## config.mk

```make
export PLATFORM = sky130hd
export DESIGN_NAME = execute_muldiv_sequencer
export DESIGN_NICKNAME = d
export VERILOG_FILES = /design/src/rtl/execute_muldiv_sequencer.sv
export SDC_FILE = /design/constraint.sdc
export NUM_CORES = 1
export LEC_CHECK = 0
export BUFFER_PORTS_ARGS = -buffer_cell sky130_fd_sc_hd__buf_2
export CAP_MARGIN = 30
export CORE_AREA = 2 2 125 151
export DETAILED_ROUTE_END_ITERATION = 16
export DIE_AREA = 0 0 127 153
export PLACE_DENSITY = 0.95
export SYNTH_ARGS = -nofsm -noshare
export SYNTH_HDL_FRONTEND = slang
export SYNTH_SLANG_ARGS = --single-unit
```

## constraint.sdc

```tcl
create_clock -name i_clk -period 6.5 [get_ports i_clk]
set_input_delay 0.65 -clock i_clk [delete_from_list [all_inputs] [get_ports i_clk]]
set_output_delay 0.65 -clock i_clk [all_outputs]
set_load 0.005 [all_outputs]
```

## src/rtl/execute_muldiv_sequencer.sv

```systemverilog
// Iterative HI/LO multiply/divide sequencer for the Execute stage (shift-add multiply, restoring divide).
// The divider datapath and DIV state are built only when MULDIV_DIV_EN is defined.
module execute_muldiv_sequencer #(
  parameter int DATA_WIDTH = 32
) (
  input  logic                  i_clk,
  input  logic                  i_rst_n,
  input  logic                  i_StartE,
  input  logic [1:0]            i_MulDivOpE,
  input  logic [DATA_WIDTH-1:0] i_OperAE,
  input  logic [DATA_WIDTH-1:0] i_OperBE,
  input  logic                  i_FlushE,
  output logic                  o_BusyE,
  output logic                  o_DoneE,
  output logic                  o_DivErrE,
  output logic [DATA_WIDTH-1:0] o_HI,
  output logic [DATA_WIDTH-1:0] o_LO
);

  localparam int W  = DATA_WIDTH;
  localparam int W2 = 2 * DATA_WIDTH;
  localparam int CW = (W > 1) ? $clog2(W) : 1;
  localparam logic [CW-1:0] CNT_LAST = CW'(W - 1);

  typedef enum logic [1:0] {
    S_IDLE = 2'd0,
    S_MUL  = 2'd1,
    S_DIV  = 2'd2,
    S_DONE = 2'd3
  } state_e;

  state_e          state_q, state_d;
  logic [CW-1:0]   cnt_q, cnt_d;
  logic [W-1:0]    hi_q, hi_d, lo_q, lo_d;
  logic [W-1:0]    opnd_q, opnd_d;
  logic [W2-1:0]   acc_q, acc_d;
  logic            neg_q, neg_d;
  logic            done_q, done_d;
  logic            diverr_q, diverr_d;
  logic            busy_q, busy_d;

  logic            idle_like_s, start_ok_s, is_signed_s, is_div_s;
  logic [W-1:0]    mag_a_s, mag_b_s;
  logic [W:0]      mul_sum_s;
  logic [W2-1:0]   mul_next_s, prod_s;
`ifdef MULDIV_DIV_EN
  logic            remneg_q, remneg_d;
  logic [W:0]      div_trial_s, div_diff_s;
  logic            div_ge_s;
  logic [W2-1:0]   div_next_s;
  logic [W-1:0]    quo_s, rem_s;
`endif

  function automatic logic [W-1:0] magnitude(input logic [W-1:0] v, input logic sgn);
    if (sgn && v[W-1]) begin
      return ~v + W'(1);
    end else begin
      return v;
    end
  endfunction

  assign idle_like_s = (state_q == S_IDLE) || (state_q == S_DONE);
  assign start_ok_s  = idle_like_s && i_StartE && !i_FlushE;
  assign is_signed_s = ~i_MulDivOpE[0];
  assign is_div_s    = i_MulDivOpE[1];
  assign mag_a_s     = magnitude(i_OperAE, is_signed_s);
  assign mag_b_s     = magnitude(i_OperBE, is_signed_s);

  // Multiply: acc holds {partial product, remaining multiplier bits}; add then shift right.
  assign mul_sum_s  = {1'b0, acc_q[W2-1:W]} + {1'b0, (acc_q[0] ? opnd_q : {W{1'b0}})};
  assign mul_next_s = {mul_sum_s, acc_q[W-1:1]};
  assign prod_s     = neg_q ? (~mul_next_s + W2'(1)) : mul_next_s;

`ifdef MULDIV_DIV_EN
  // Divide: acc holds {partial remainder, dividend bits}; quotient bits shift in at the bottom.
  assign div_trial_s = {acc_q[W2-1:W], acc_q[W-1]};
  assign div_ge_s    = div_trial_s >= {1'b0, opnd_q};
  assign div_diff_s  = div_trial_s - {1'b0, opnd_q};
  assign div_next_s  = {(div_ge_s ? div_diff_s[W-1:0] : div_trial_s[W-1:0]), acc_q[W-2:0], div_ge_s};
  assign quo_s       = neg_q ? (~div_next_s[W-1:0] + W'(1)) : div_next_s[W-1:0];
  assign rem_s       = remneg_q ? (~div_next_s[W2-1:W] + W'(1)) : div_next_s[W2-1:W];
`endif

  assign o_BusyE   = busy_q || (idle_like_s && i_StartE);
  assign o_DoneE   = done_q;
  assign o_DivErrE = diverr_q;
  assign o_HI      = hi_q;
  assign o_LO      = lo_q;

  // Next-state and datapath update for the sequencer.
  always_comb begin
    state_d  = state_q;
    cnt_d    = cnt_q;
    hi_d     = hi_q;
    lo_d     = lo_q;
    acc_d    = acc_q;
    opnd_d   = opnd_q;
    neg_d    = neg_q;
    done_d   = 1'b0;
    diverr_d = 1'b0;
    busy_d   = 1'b0;
`ifdef MULDIV_DIV_EN
    remneg_d = remneg_q;
`endif
    if (i_FlushE) begin
      state_d = S_IDLE;
      cnt_d   = CW'(0);
    end else begin
      case (state_q)
        S_IDLE, S_DONE: begin
          if (start_ok_s && is_div_s) begin
`ifdef MULDIV_DIV_EN
            if (i_OperBE == {W{1'b0}}) begin
              state_d  = S_DONE;
              hi_d     = i_OperAE;
              lo_d     = {W{1'b1}};
              done_d   = 1'b1;
              diverr_d = 1'b1;
            end else begin
              state_d  = S_DIV;
              cnt_d    = CW'(0);
              busy_d   = 1'b1;
              acc_d    = {{W{1'b0}}, mag_a_s};
              opnd_d   = mag_b_s;
              neg_d    = is_signed_s && (i_OperAE[W-1] ^ i_OperBE[W-1]);
              remneg_d = is_signed_s && i_OperAE[W-1];
            end
`else
            state_d  = S_DONE;
            done_d   = 1'b1;
            diverr_d = 1'b1;
`endif
          end else if (start_ok_s) begin
            state_d = S_MUL;
            cnt_d   = CW'(0);
            busy_d  = 1'b1;
            acc_d   = {{W{1'b0}}, mag_b_s};
            opnd_d  = mag_a_s;
            neg_d   = is_signed_s && (i_OperAE[W-1] ^ i_OperBE[W-1]);
          end else begin
            state_d = S_IDLE;
          end
        end
        S_MUL: begin
          acc_d = mul_next_s;
          if (cnt_q == CNT_LAST) begin
            state_d = S_DONE;
            cnt_d   = CW'(0);
            done_d  = 1'b1;
            hi_d    = prod_s[W2-1:W];
            lo_d    = prod_s[W-1:0];
          end else begin
            cnt_d  = cnt_q + CW'(1);
            busy_d = 1'b1;
          end
        end
`ifdef MULDIV_DIV_EN
        S_DIV: begin
          acc_d = div_next_s;
          if (cnt_q == CNT_LAST) begin
            state_d = S_DONE;
            cnt_d   = CW'(0);
            done_d  = 1'b1;
            hi_d    = rem_s;
            lo_d    = quo_s;
          end else begin
            cnt_d  = cnt_q + CW'(1);
            busy_d = 1'b1;
          end
        end
`endif
        default: begin
          state_d = S_IDLE;
        end
      endcase
    end
  end

  // State registers with asynchronous active-low reset.
  always_ff @(posedge i_clk or negedge i_rst_n) begin
    if (!i_rst_n) begin
      state_q  <= S_IDLE;
      cnt_q    <= CW'(0);
      hi_q     <= {W{1'b0}};
      lo_q     <= {W{1'b0}};
      acc_q    <= {W2{1'b0}};
      opnd_q   <= {W{1'b0}};
      neg_q    <= 1'b0;
      done_q   <= 1'b0;
      diverr_q <= 1'b0;
      busy_q   <= 1'b0;
`ifdef MULDIV_DIV_EN
      remneg_q <= 1'b0;
`endif
    end else begin
      state_q  <= state_d;
      cnt_q    <= cnt_d;
      hi_q     <= hi_d;
      lo_q     <= lo_d;
      acc_q    <= acc_d;
      opnd_q   <= opnd_d;
      neg_q    <= neg_d;
      done_q   <= done_d;
      diverr_q <= diverr_d;
      busy_q   <= busy_d;
`ifdef MULDIV_DIV_EN
      remneg_q <= remneg_d;
`endif
    end
  end

endmodule

```

== Word-level counts from Yosys, hierarchy flattened ==
Index checks and enable logic that the tools add are counted.

* Register bits after elaboration: 171
* Output and inout port bits: 67

* Multiplexer cells: 28
* Add/sub/neg operators: 5
* Bitwise operators: 7
* Equality and inequality tests: 8
* Reduce and logical (&&, ||, !) cells: 17

{| class="wikitable"
|+ Operators by type and width
! cell !! count
|-
| 64-bit 2-to-1 mux || 3
|-
| 64-bit case mux with 2 select lines || 1
|-
| 32-bit 2-to-1 mux || 3
|-
| 32-bit by 1-bit adder with 32-bit output (second input constant) || 2
|-
| 64-bit by 1-bit adder with 64-bit output (second input constant) || 1
|-
| 32-bit NOT || 2
|-
| 64-bit NOT || 1
|-
| 32-bit by 32-bit adder with 33-bit output || 1
|-
| 5-bit 2-to-1 mux || 4
|-
| 1-bit 2-to-1 mux || 10
|-
| 5-bit case mux with 2 select lines || 1
|-
| 3-bit != test (second input constant) || 3
|-
| 4-bit AND reduction || 2
|-
| 1-bit logical AND || 6
|-
| 2-bit 2-to-1 mux || 3
|-
| 3-bit AND reduction || 2
|-
| 5-bit by 1-bit adder with 5-bit output (second input constant) || 1
|-
| 5-bit equality test (second input constant) || 1
|-
| 2-bit != test (second input constant) || 2
|-
| 1-bit case mux with 2 select lines || 2
|-
| 2-bit case mux with 2 select lines || 1
|-
| 1-bit NOT || 3
|-
| 3-bit nonzero test || 1
|-
| 2-bit by 1-bit equality test with 1-bit output (second input constant) || 1
|-
| 7 further kinds || 8
|}

== Logic depth before layout (Yosys ltp) ==
Gate-level depths: netlist of the first run.

* Depth after elaboration: 8
* Mapped depth: 15

== Worst setup path after synthesis of the first run ==
No wires, ideal clock.

* Path kind: reg-to-reg
* From: reg acc_q[0]
* To: reg hi_q[31], in the netlist o_HI[31]
* Period minus slack after synthesis: 3.866 ns
* Stages on the path, launching flop included: 16
* Data required time: 6.372 ns
* Arrival time: 3.738 ns
* Setup slack: 2.634 ns
* Cell sequence: dfrtp_1 > clkbuf_1 > and2_1 > ha_1 > fa_1 > a21oi_1 > o211ai_1 > a211oi_1 > a21oi_1 > xor2_1 > nor4b_1 > or4b_1 > buf_6 > nor4_1 > mux2i_1 > nand2_1

* Word-level cells in the longest chain between the ends: 5

{| class="wikitable"
|+ RTL lines
! item !! RTL line !! text
|-
| start, declared || 36 || <nowiki>logic [W2-1:0] acc_q, acc_d;</nowiki>
|-
| start signal, assigned || 186 || <nowiki>acc_q <= {W2{1'b0}};</nowiki>
|-
| 32-bit 2-to-1 mux (*) || 70 || <nowiki>assign mul_sum_s = {1'b0, acc_q[W2-1:W]} + {1'b0, (acc_q[0] ? opnd_q : {W{1'b0}})};</nowiki>
|-
| 32-bit by 32-bit adder with 33-bit output (*) || 70 ||
|-
| 64-bit NOT || 72 || <nowiki>assign prod_s = neg_q ? (~mul_next_s + W2'(1)) : mul_next_s;</nowiki>
|-
| 64-bit by 1-bit adder with 64-bit output || 72 ||
|-
| 64-bit 2-to-1 mux (*) || 72 ||
|-
| end signal, assigned || 184 || <nowiki>hi_q <= {W{1'b0}};</nowiki>
|-
| end signal, assigned || 198 || <nowiki>hi_q <= hi_d;</nowiki>
|-
| end, declared || 34 || <nowiki>logic [W-1:0] hi_q, hi_d, lo_q, lo_d;</nowiki>
|}

Mark *: on every way between the ends. The rest lies on a longest branch, timed or not.
A chain may end at the register's enable or synchronous reset.

== Final worst setup path of the first run ==
Same ends and word-level chain as after synthesis.

==> tab_implementation.tex, run 1 <==
\begin{tabular}{lr}
\hline
Metric & Value \\
\hline
\multicolumn{2}{l}{\textbf{Worst setup path}} \\
\quad Reg-to-reg critical path startpoint & acc\_q[0] \\
\quad Max FO, Critical Path & 33 \\
\quad Element type at the critical path end & flop \\
\quad Startpoint-to-endpoint class of the critical path & flop to flop \\
\quad R2R Path End & o\_HI[31] \\
\quad R2R setup slack & 1.61 ns \\
\quad Required @ worst endpoint & 6.82 ns \\
\quad Count of cells along the worst register-to-register path & 12 \\
\quad CP Launch Type & flop \\
\quad Worst EP arrival & 5.21 ns \\
\multicolumn{2}{l}{\textbf{Timing}} \\
\quad Final period util & 75.2\% \\
\quad Peak clock frequency supported by timing & 205 MHz \\
\quad Max Clock Skew & 0.0106 ns \\
\quad Worst setup slack after layout & 1.61 ns \\
\quad Final setup violation count & 0 \\
\quad Fin crit period & 4.89 ns \\
\quad Max-slew violations & 0 \\
\quad Hold Fails Final Rpt & 0 \\
\quad Unrepaired setup endpoints after global routing & false \\
\quad Setup total negative slack & 0 ns \\
\quad Slew Limit Headroom & 36.9\% \\
\quad Slew of the pin with the lowest slew margin & 0.938 ns \\
\multicolumn{2}{l}{\textbf{Cells and area}} \\
\quad Final nets & 1563 \\
\quad Commonest non-fill, non-tap cell in the layout & nand2\_1 \\
\quad Share of final-layout standard cells stronger than drive strength 1 & 14.3\% \\
\quad Area delta synth->final & 11.5\% \\
\quad Commonest cells after routing, fill and taps aside & 192 x nand2\_1, 170 x dfrtp\_1, 151 x o21ai\_0 \\
\multicolumn{2}{l}{\textbf{Yosys}} \\
\quad Warnings, synthesis & 0 \\
\quad Primary FF master, synth & dfrtp\_1 \\
\quad Post-synthesis instance area & 11400 µm² \\
\quad Gate count of the mapped netlist & 1365 \\
\quad Share of synthesized flip-flops with an asynchronous set or reset & 100\% \\
\quad Count of flip-flops with a built-in enable after synthesis & 0 \\
\quad Synthesized area divided by synthesized cell count & 8.32 µm² \\
\quad Part of the Yosys area used for sequential elements & 37.7\% \\
\quad Post-synthesis cell type count & 77 \\
\quad Post-synth net total & 1475 \\
\quad Post-synthesis register bit count & 171 \\
\multicolumn{2}{l}{\textbf{Drt}} \\
\quad Total via count after detailed routing & 10693 \\
\quad Number of remaining DRC errors & 0 \\
\quad Final wirelength & 30000 µm \\
\quad ANT nets after route & 0 \\
\quad Routed via count divided by cell count & 6.32 \\
\quad Drt first pass iters & 6 \\
\quad Routed length per placed instance & 17.7 µm \\
\quad Count of routing violations after the opening detailed-route iteration & 1233 \\
\multicolumn{2}{l}{\textbf{Floorplan}} \\
\quad Die extent in y & 153 µm \\
\quad Starting density of the core & 63.2\% \\
\quad Die Span X & 127 µm \\
\quad Total I/O pin count & 137 \\
\quad Cell row count & 54 \\
\quad Core area & 18000 µm² \\
\quad Total die area & 19400 µm² \\
\multicolumn{2}{l}{\textbf{Global routing}} \\
\quad Met2 layer usage reported by global route & 49.9\% \\
\quad Met3 track demand over resource & 6.69\% \\
\quad Overflow left after global routing & 0 \\
\quad Top Usage Layer GRT & met2 \\
\quad Vias in the first global route & 10090 \\
\quad Global Route met1 Usage & 41.2\% \\
\quad Initial antenna violation count & 3 \\
\quad Total GRT Usage & 31.0\% \\
\quad Maximum number of pins on one net before global-route repair & 105 \\
\quad Global-route wire length before repair & 49200 µm \\
\multicolumn{2}{l}{\textbf{Placement}} \\
\quad PortBufs & 136 \\
\quad Total half-perimeter wirelength after legalization and detailed placement & 21300 µm \\
\quad Worst setup slack before clock tree synthesis & 1.72 ns \\
\quad Routability Congestion & 0.959 \\
\multicolumn{2}{l}{\textbf{Run}} \\
\quad Max-cap violations & 0 \\
\multicolumn{2}{l}{\textbf{Power and ir drop}} \\
\quad Total power divided by cell area & 286 nW/µm² \\
\quad Cell Int Power & 2200 µW \\
\quad Net Sw Power & 1420 µW \\
\quad Clock network fraction of total power & 26.7\% \\
\quad Proportion of total power due to net switching & 39.2\% \\
\quad Maximum ir drop on the vdd rail & 0.221 mV \\
\quad Share of power burned in registers & 39.2\% \\
\quad Leakage power figure & 0.00571 µW \\
\quad Comb power frac & 34.0\% \\
\multicolumn{2}{l}{\textbf{CTS}} \\
\quad Worst skew pair latency & 0.44 ns \\
\quad Clock Sink Count & 171 \\
\quad CTS tree & done \\
\quad Total number of H-tree levels & 4 \\
\quad Clock tree root buffer cell & clkbuf\_16 \\
\quad Inserted Clock Buffers & 17 \\
\quad Post-cts gate resize count & 0 \\
\quad Register clock-pin slew on the reported worst setup and hold paths & 0.07 ns \\
\quad Clock buffer depth & 2 \\
\quad Hold\_buf cts & 0 \\
\quad Buffers inserted during post-CTS setup optimization & 0 \\
\multicolumn{2}{l}{\textbf{Status}} \\
\quad Run status & finished clean \\
\multicolumn{2}{l}{\textbf{Min path}} \\
\quad Tightest Hold Check Type & input pin to asynchronous set/reset pin \\
\hline
\end{tabular}
-- worst max-delay path by stage --
stage	startpoint	endpoint
finish	acc_q[0]	o_HI[31]
global route	acc_q[0]	o_HI[31]
CTS	acc_q[0]	o_HI[31]
detailed placement	acc_q[0]	o_HI[31]
global placement	acc_q[0]	o_HI[31]
floorplan	acc_q[0]	o_HI[31]
-- kinds of logic (layout without fill, tap and decap cells) --
logic type                 count (synthesis)  count (layout)  share of synthesized area (%)
buffers and inverters                    100             200                           3.57
other                                      0               3                              0
and+or+nand+nor                          490             490                           20.6
muxes                                      7               7                          0.650
adders and majority gates                 40              40                           4.47
DFF                                      171             171                           37.7
xor gates and xnor gates                 143             143                           11.0
AOI/OAI and AO/OA                        414             414                           22.1
-- area by class of cell --
class                   instances  area, µm²
clock inverters                11       87.6
fillers                      1353       5300
repair buffers                144        767
well taps                     224        280
multi-input cells            1094       6690
clock buffers                  20        467
flip-flops and latches        171       4280
inverters                      25       93.8
diodes                          3       7.51
-- worst max-delay path: stages, from the launching register on --
cell      delay, ns
dfrtp_1        0.66
and2_1         0.28
ha_1           0.47
nand3_1        0.18
o211ai_1       0.44
a21oi_1        0.24
o41ai_1        0.44
xor2_1         0.24
nor4b_1        0.33
or4b_1         0.69
nor4_1         0.51
mux2i_1        0.23
nand2_1        0.07
-- power by group through the flow --
stage | clock (µW) | combinational [µW] | sequential, µW
after floorplan | 0 | 924 | 1330
after global routing | 1010 | 1360 | 1440
after detailed placement | 0 | 1170 | 1440
final | 969 | 1230 | 1420
after CTS | 972 | 1190 | 1420
after global placement | 0 | 1120 | 1420
-- Yosys cell counts (20+ instances only) --
master / n / area share, %
nor2_1: 109 / 3.6
clkbuf_1: 59 / 1.9
xor2_1: 92 / 7.1
dfrtp_1: 171 / 38
nand3_1: 20 / 0.88
inv_1: 24 / 0.79
o21ai_0: 151 / 6.7
nand2_1: 192 / 6.3
ha_1: 39 / 4.3
o31ai_1: 24 / 1.6
nor3_1: 34 / 1.5
a21oi_1: 120 / 5.3
xnor2_1: 51 / 3.9
and2_1: 35 / 1.9
-- sequential cells by signal (all words and copies together) (netlist names) --
name	count
busy_q	1
o_DoneE	1
neg_q	1
o_HI	32
acc_q	64
cnt_q	5
o_DivErrE	1
opnd_q	32
o_LO	32
state_q	2
-- per-stage QoR --
| stage | power [µW] | util [%] | instances | area [µm²] | hold WS (ns) |
|---|---|---|---|---|---|
| 2_1_floorplan | 2260 | - | 1365 | 11400 | 0.354 |
| 3_3_place_gp | 2540 | 67.2 | 1656 | 12100 | 0.456 |
| 3_5_place_dp | 2610 | 67.2 | 1657 | 12100 | 0.465 |
| 4_1_cts | 3580 | 70.3 | 1688 | 12600 | 0.356 |
| 5_1_grt | 3810 | 70.5 | 1690 | 12700 | 0.405 |
| 6_report | 3620 | 70.5 | 1692 | 12700 | 0.322 |
-- per-layer routing --
layer	vias to the layer above	share of wire [%]
li1	5005	-
met2	561	47
met4	0	3.2
met1	5026	42
met5	-	0
met3	101	8.6
(Power assumes the default switching activity.)
==> inputs of run 2 (changes only) <==
--- a/config.mk
+++ b/config.mk
@@ -7,10 +7,10 @@
 export LEC_CHECK = 0
 export BUFFER_PORTS_ARGS = -buffer_cell sky130_fd_sc_hd__buf_2
 export CAP_MARGIN = 30
-export CORE_AREA = 2 2 125 151
+export CORE_AREA = 2 2 136 164
 export DETAILED_ROUTE_END_ITERATION = 16
-export DIE_AREA = 0 0 127 153
-export PLACE_DENSITY = 0.95
+export DIE_AREA = 0 0 138 166
+export PLACE_DENSITY = 0.87
 export SYNTH_ARGS = -nofsm -noshare
 export SYNTH_HDL_FRONTEND = slang
 export SYNTH_SLANG_ARGS = --single-unit
==> constraint.sdc (replaced) <==
create_clock -name i_clk -period 4.2 [get_ports i_clk]
set_input_delay 0.42 -clock i_clk [delete_from_list [all_inputs] [get_ports i_clk]]
set_output_delay 0.42 -clock i_clk [all_outputs]
set_load 0.005 [all_outputs]
==> tab_implementation.tex, run 2 (same netlist as run 1, synthesis figures left out) <==
\begin{tabular}{lr}
\hline
Metric & Value \\
\hline
\multicolumn{2}{l}{\textbf{Status}} \\
\quad Run status & finished clean \\
\multicolumn{2}{l}{\textbf{Global routing}} \\
\quad Overflow left after global routing & 0 \\
\quad Global-route wire length before repair & 48600 µm \\
\quad Total GRT Usage & 25.5\% \\
\quad Vias in the first global route & 9762 \\
\quad Maximum number of pins on one net before global-route repair & 110 \\
\quad Initial antenna violation count & 0 \\
\multicolumn{2}{l}{\textbf{Floorplan}} \\
\quad Total die area & 22900 µm² \\
\quad Core area & 21400 µm² \\
\quad Die extent in y & 166 µm \\
\quad Cell row count & 59 \\
\quad Starting density of the core & 53.1\% \\
\quad Die Span X & 138 µm \\
\quad Total I/O pin count & 137 \\
\multicolumn{2}{l}{\textbf{Drt}} \\
\quad Final wirelength & 30000 µm \\
\quad Routed length per placed instance & 17.0 µm \\
\quad Count of routing violations after the opening detailed-route iteration & 723 \\
\quad ANT nets after route & 0 \\
\quad Number of remaining DRC errors & 0 \\
\quad Drt first pass iters & 5 \\
\quad Total via count after detailed routing & 10547 \\
\quad Routed via count divided by cell count & 5.96 \\
\multicolumn{2}{l}{\textbf{Worst setup path}} \\
\quad Max FO, Critical Path & 8 \\
\quad Required @ worst endpoint & 4.52 ns \\
\quad Startpoint-to-endpoint class of the critical path & flop to flop \\
\quad Crit-path leading delay family & compound AO/OA/AOI/OAI gates \\
\quad List of cells traversed by the critical path & and2\_1 > ha\_1 > fa\_1 > a21oi\_1 > o211ai\_1 > a21oi\_2 > xor2\_1 > nand3\_1 > nor4\_1 > nand2\_1 > o31ai\_1 > xor2\_1 > o21ai\_0 \\
\quad Crit path largest cell delay & 0.44 ns \\
\quad Critical path's slowest cell & dfrtp\_1 \\
\quad Most common cell type on the critical path & xor2\_1 \\
\quad CP Launch Type & flop \\
\quad Element type at the critical path end & flop \\
\quad Worst EP arrival & 4.34 ns \\
\quad Crit path buffers/inverters & 0 \\
\multicolumn{2}{l}{\textbf{Timing}} \\
\quad Fin crit period & 4.02 ns \\
\quad Slew Limit Headroom & 35.3\% \\
\quad Peak clock frequency supported by timing & 249 MHz \\
\quad Final setup violation count & 0 \\
\quad Hold Fails Final Rpt & 0 \\
\quad Slew of the pin with the lowest slew margin & 0.968 ns \\
\quad Max Clock Skew & 0.0109 ns \\
\quad Max-slew violations & 0 \\
\quad Unrepaired setup endpoints after global routing & true \\
\quad Final period util & 95.7\% \\
\multicolumn{2}{l}{\textbf{CTS}} \\
\quad Worst skew pair latency & 0.45 ns \\
\quad Total number of H-tree levels & 4 \\
\quad Clock tree root buffer cell & clkbuf\_16 \\
\quad Buffers inserted during post-CTS setup optimization & 0 \\
\quad Clock Sink Count & 171 \\
\quad Register clock-pin slew on the reported worst setup and hold paths & 0.07 ns \\
\quad Inserted Clock Buffers & 17 \\
\quad CTS tree & done \\
\quad Clock buffer depth & 2 \\
\multicolumn{2}{l}{\textbf{Placement}} \\
\quad Total half-perimeter wirelength after legalization and detailed placement & 21700 µm \\
\quad PortBufs & 136 \\
\quad Routability Congestion & 0.915 \\
\multicolumn{2}{l}{\textbf{Cells and area}} \\
\quad Area delta synth->final & 15.6\% \\
\quad Commonest non-fill, non-tap cell in the layout & nand2\_1 \\
\quad Combined area of the multi-input logic cells & 6760 µm² \\
\quad Antenna diode count & 0 \\
\quad Register cell area after layout & 4280 µm² \\
\quad Top reg by flops & acc\_q \\
\quad Layout fillers & 1815 \\
\quad Final cell utilization of the core & 61.3\% \\
\quad Share of final-layout standard cells stronger than drive strength 1 & 16.9\% \\
\quad Commonest cells after routing, fill and taps aside & 191 x nand2\_1, 170 x dfrtp\_1, 149 x o21ai\_0 \\
\quad Flip-flop count of the largest register after layout & 64 \\
\quad Final nets & 1594 \\
\multicolumn{2}{l}{\textbf{Power and ir drop}} \\
\quad Maximum ir drop on the vdd rail & 0.292 mV \\
\quad Leakage power figure & 0.00594 µW \\
\quad Power, Total & 5820 µW \\
\quad Total power divided by cell area & 443 nW/µm² \\
\multicolumn{2}{l}{\textbf{Run}} \\
\quad Max-cap violations & 0 \\
\multicolumn{2}{l}{\textbf{Min path}} \\
\quad Tightest Hold Check Type & input pin to flop \\
\hline
\end{tabular}
-- run 2: stage by stage --
| step | setup WS (ns) | instances | instance area (µm²) | hold WS [ns] | TNS [ns] |
|---|---|---|---|---|---|
| after floorplan | 0.334 | 1365 | 11400 | 0.124 | 0 |
| after global placement | 0.159 | 1734 | 12400 | 0.456 | 0 |
| after detailed placement | 0.112 | 1737 | 12400 | 0.383 | 0 |
| after CTS | 0.0788 | 1769 | 13000 | 0.240 | 0 |
| after global routing | -0.0257 | 1770 | 13100 | 0.251 | -0.0257 |
| final | 0.181 | 1770 | 13100 | 0.253 | 0 |
-- run 2: layout make-up --
cell class	instances	area share, %
timing repair buffer	175	8.00
sequential	171	32.6
clock inverter	14	1.33
multi-input combinational	1094	51.5
clock buffer	17	3.24
tap	274	2.61
inverter	25	0.715
-- run 2: worst paths after layout --
kind | end | slack, ns | from | depth (start not counted)
worst max register to register | o_HI[23] | 0.18 | acc_q[0] | 13
worst max-delay path | o_HI[23] | 0.18 | acc_q[0] | 13
max in group asynchronous | acc_q[12] | 2.67 | i_rst_n | 4
min in group asynchronous | o_HI[14] | 0.47 | i_rst_n | 2
worst min-delay path | opnd_q[1] | 0.25 | i_OperAE[1] | 3
worst min register to register | o_HI[15] | 0.47 | o_HI[15] | 2
-- run 2: repair_timing --
item,in CTS,in global routing
endpoints found under the setup margin,0,13
hold buffers,1,0
resized for setup,0,19
hold endpoints to repair,47,0
-- run 2: where the power goes --
group          switching, µW  internal, µW
sequential               260          1880
combinational           1210           815
clock                    749           901
-- run 2: worst reg2reg max path, cell delays in order (launching register included) --
cell and delay (ns):
dfrtp_1 0.44, and2_1 0.17, ha_1 0.21, fa_1 0.39, a21oi_1 0.20, o211ai_1 0.24
a21oi_2 0.35, xor2_1 0.26, nand3_1 0.17, nor4_1 0.39, nand2_1 0.42, o31ai_1 0.42
xor2_1 0.17, o21ai_0 0.08
-- run 2: layer usage --
layer / part of all wire (%) / vias up / GRT usage (%)
met2: 48 / 431 / 42.4
met1: 43 / 4979 / 33.7
met3: 6.7 / 74 / 4.58
li1: - / 5063 / -
met4: 2.6 / 0 / 8.70
met5: 0 / - / 0
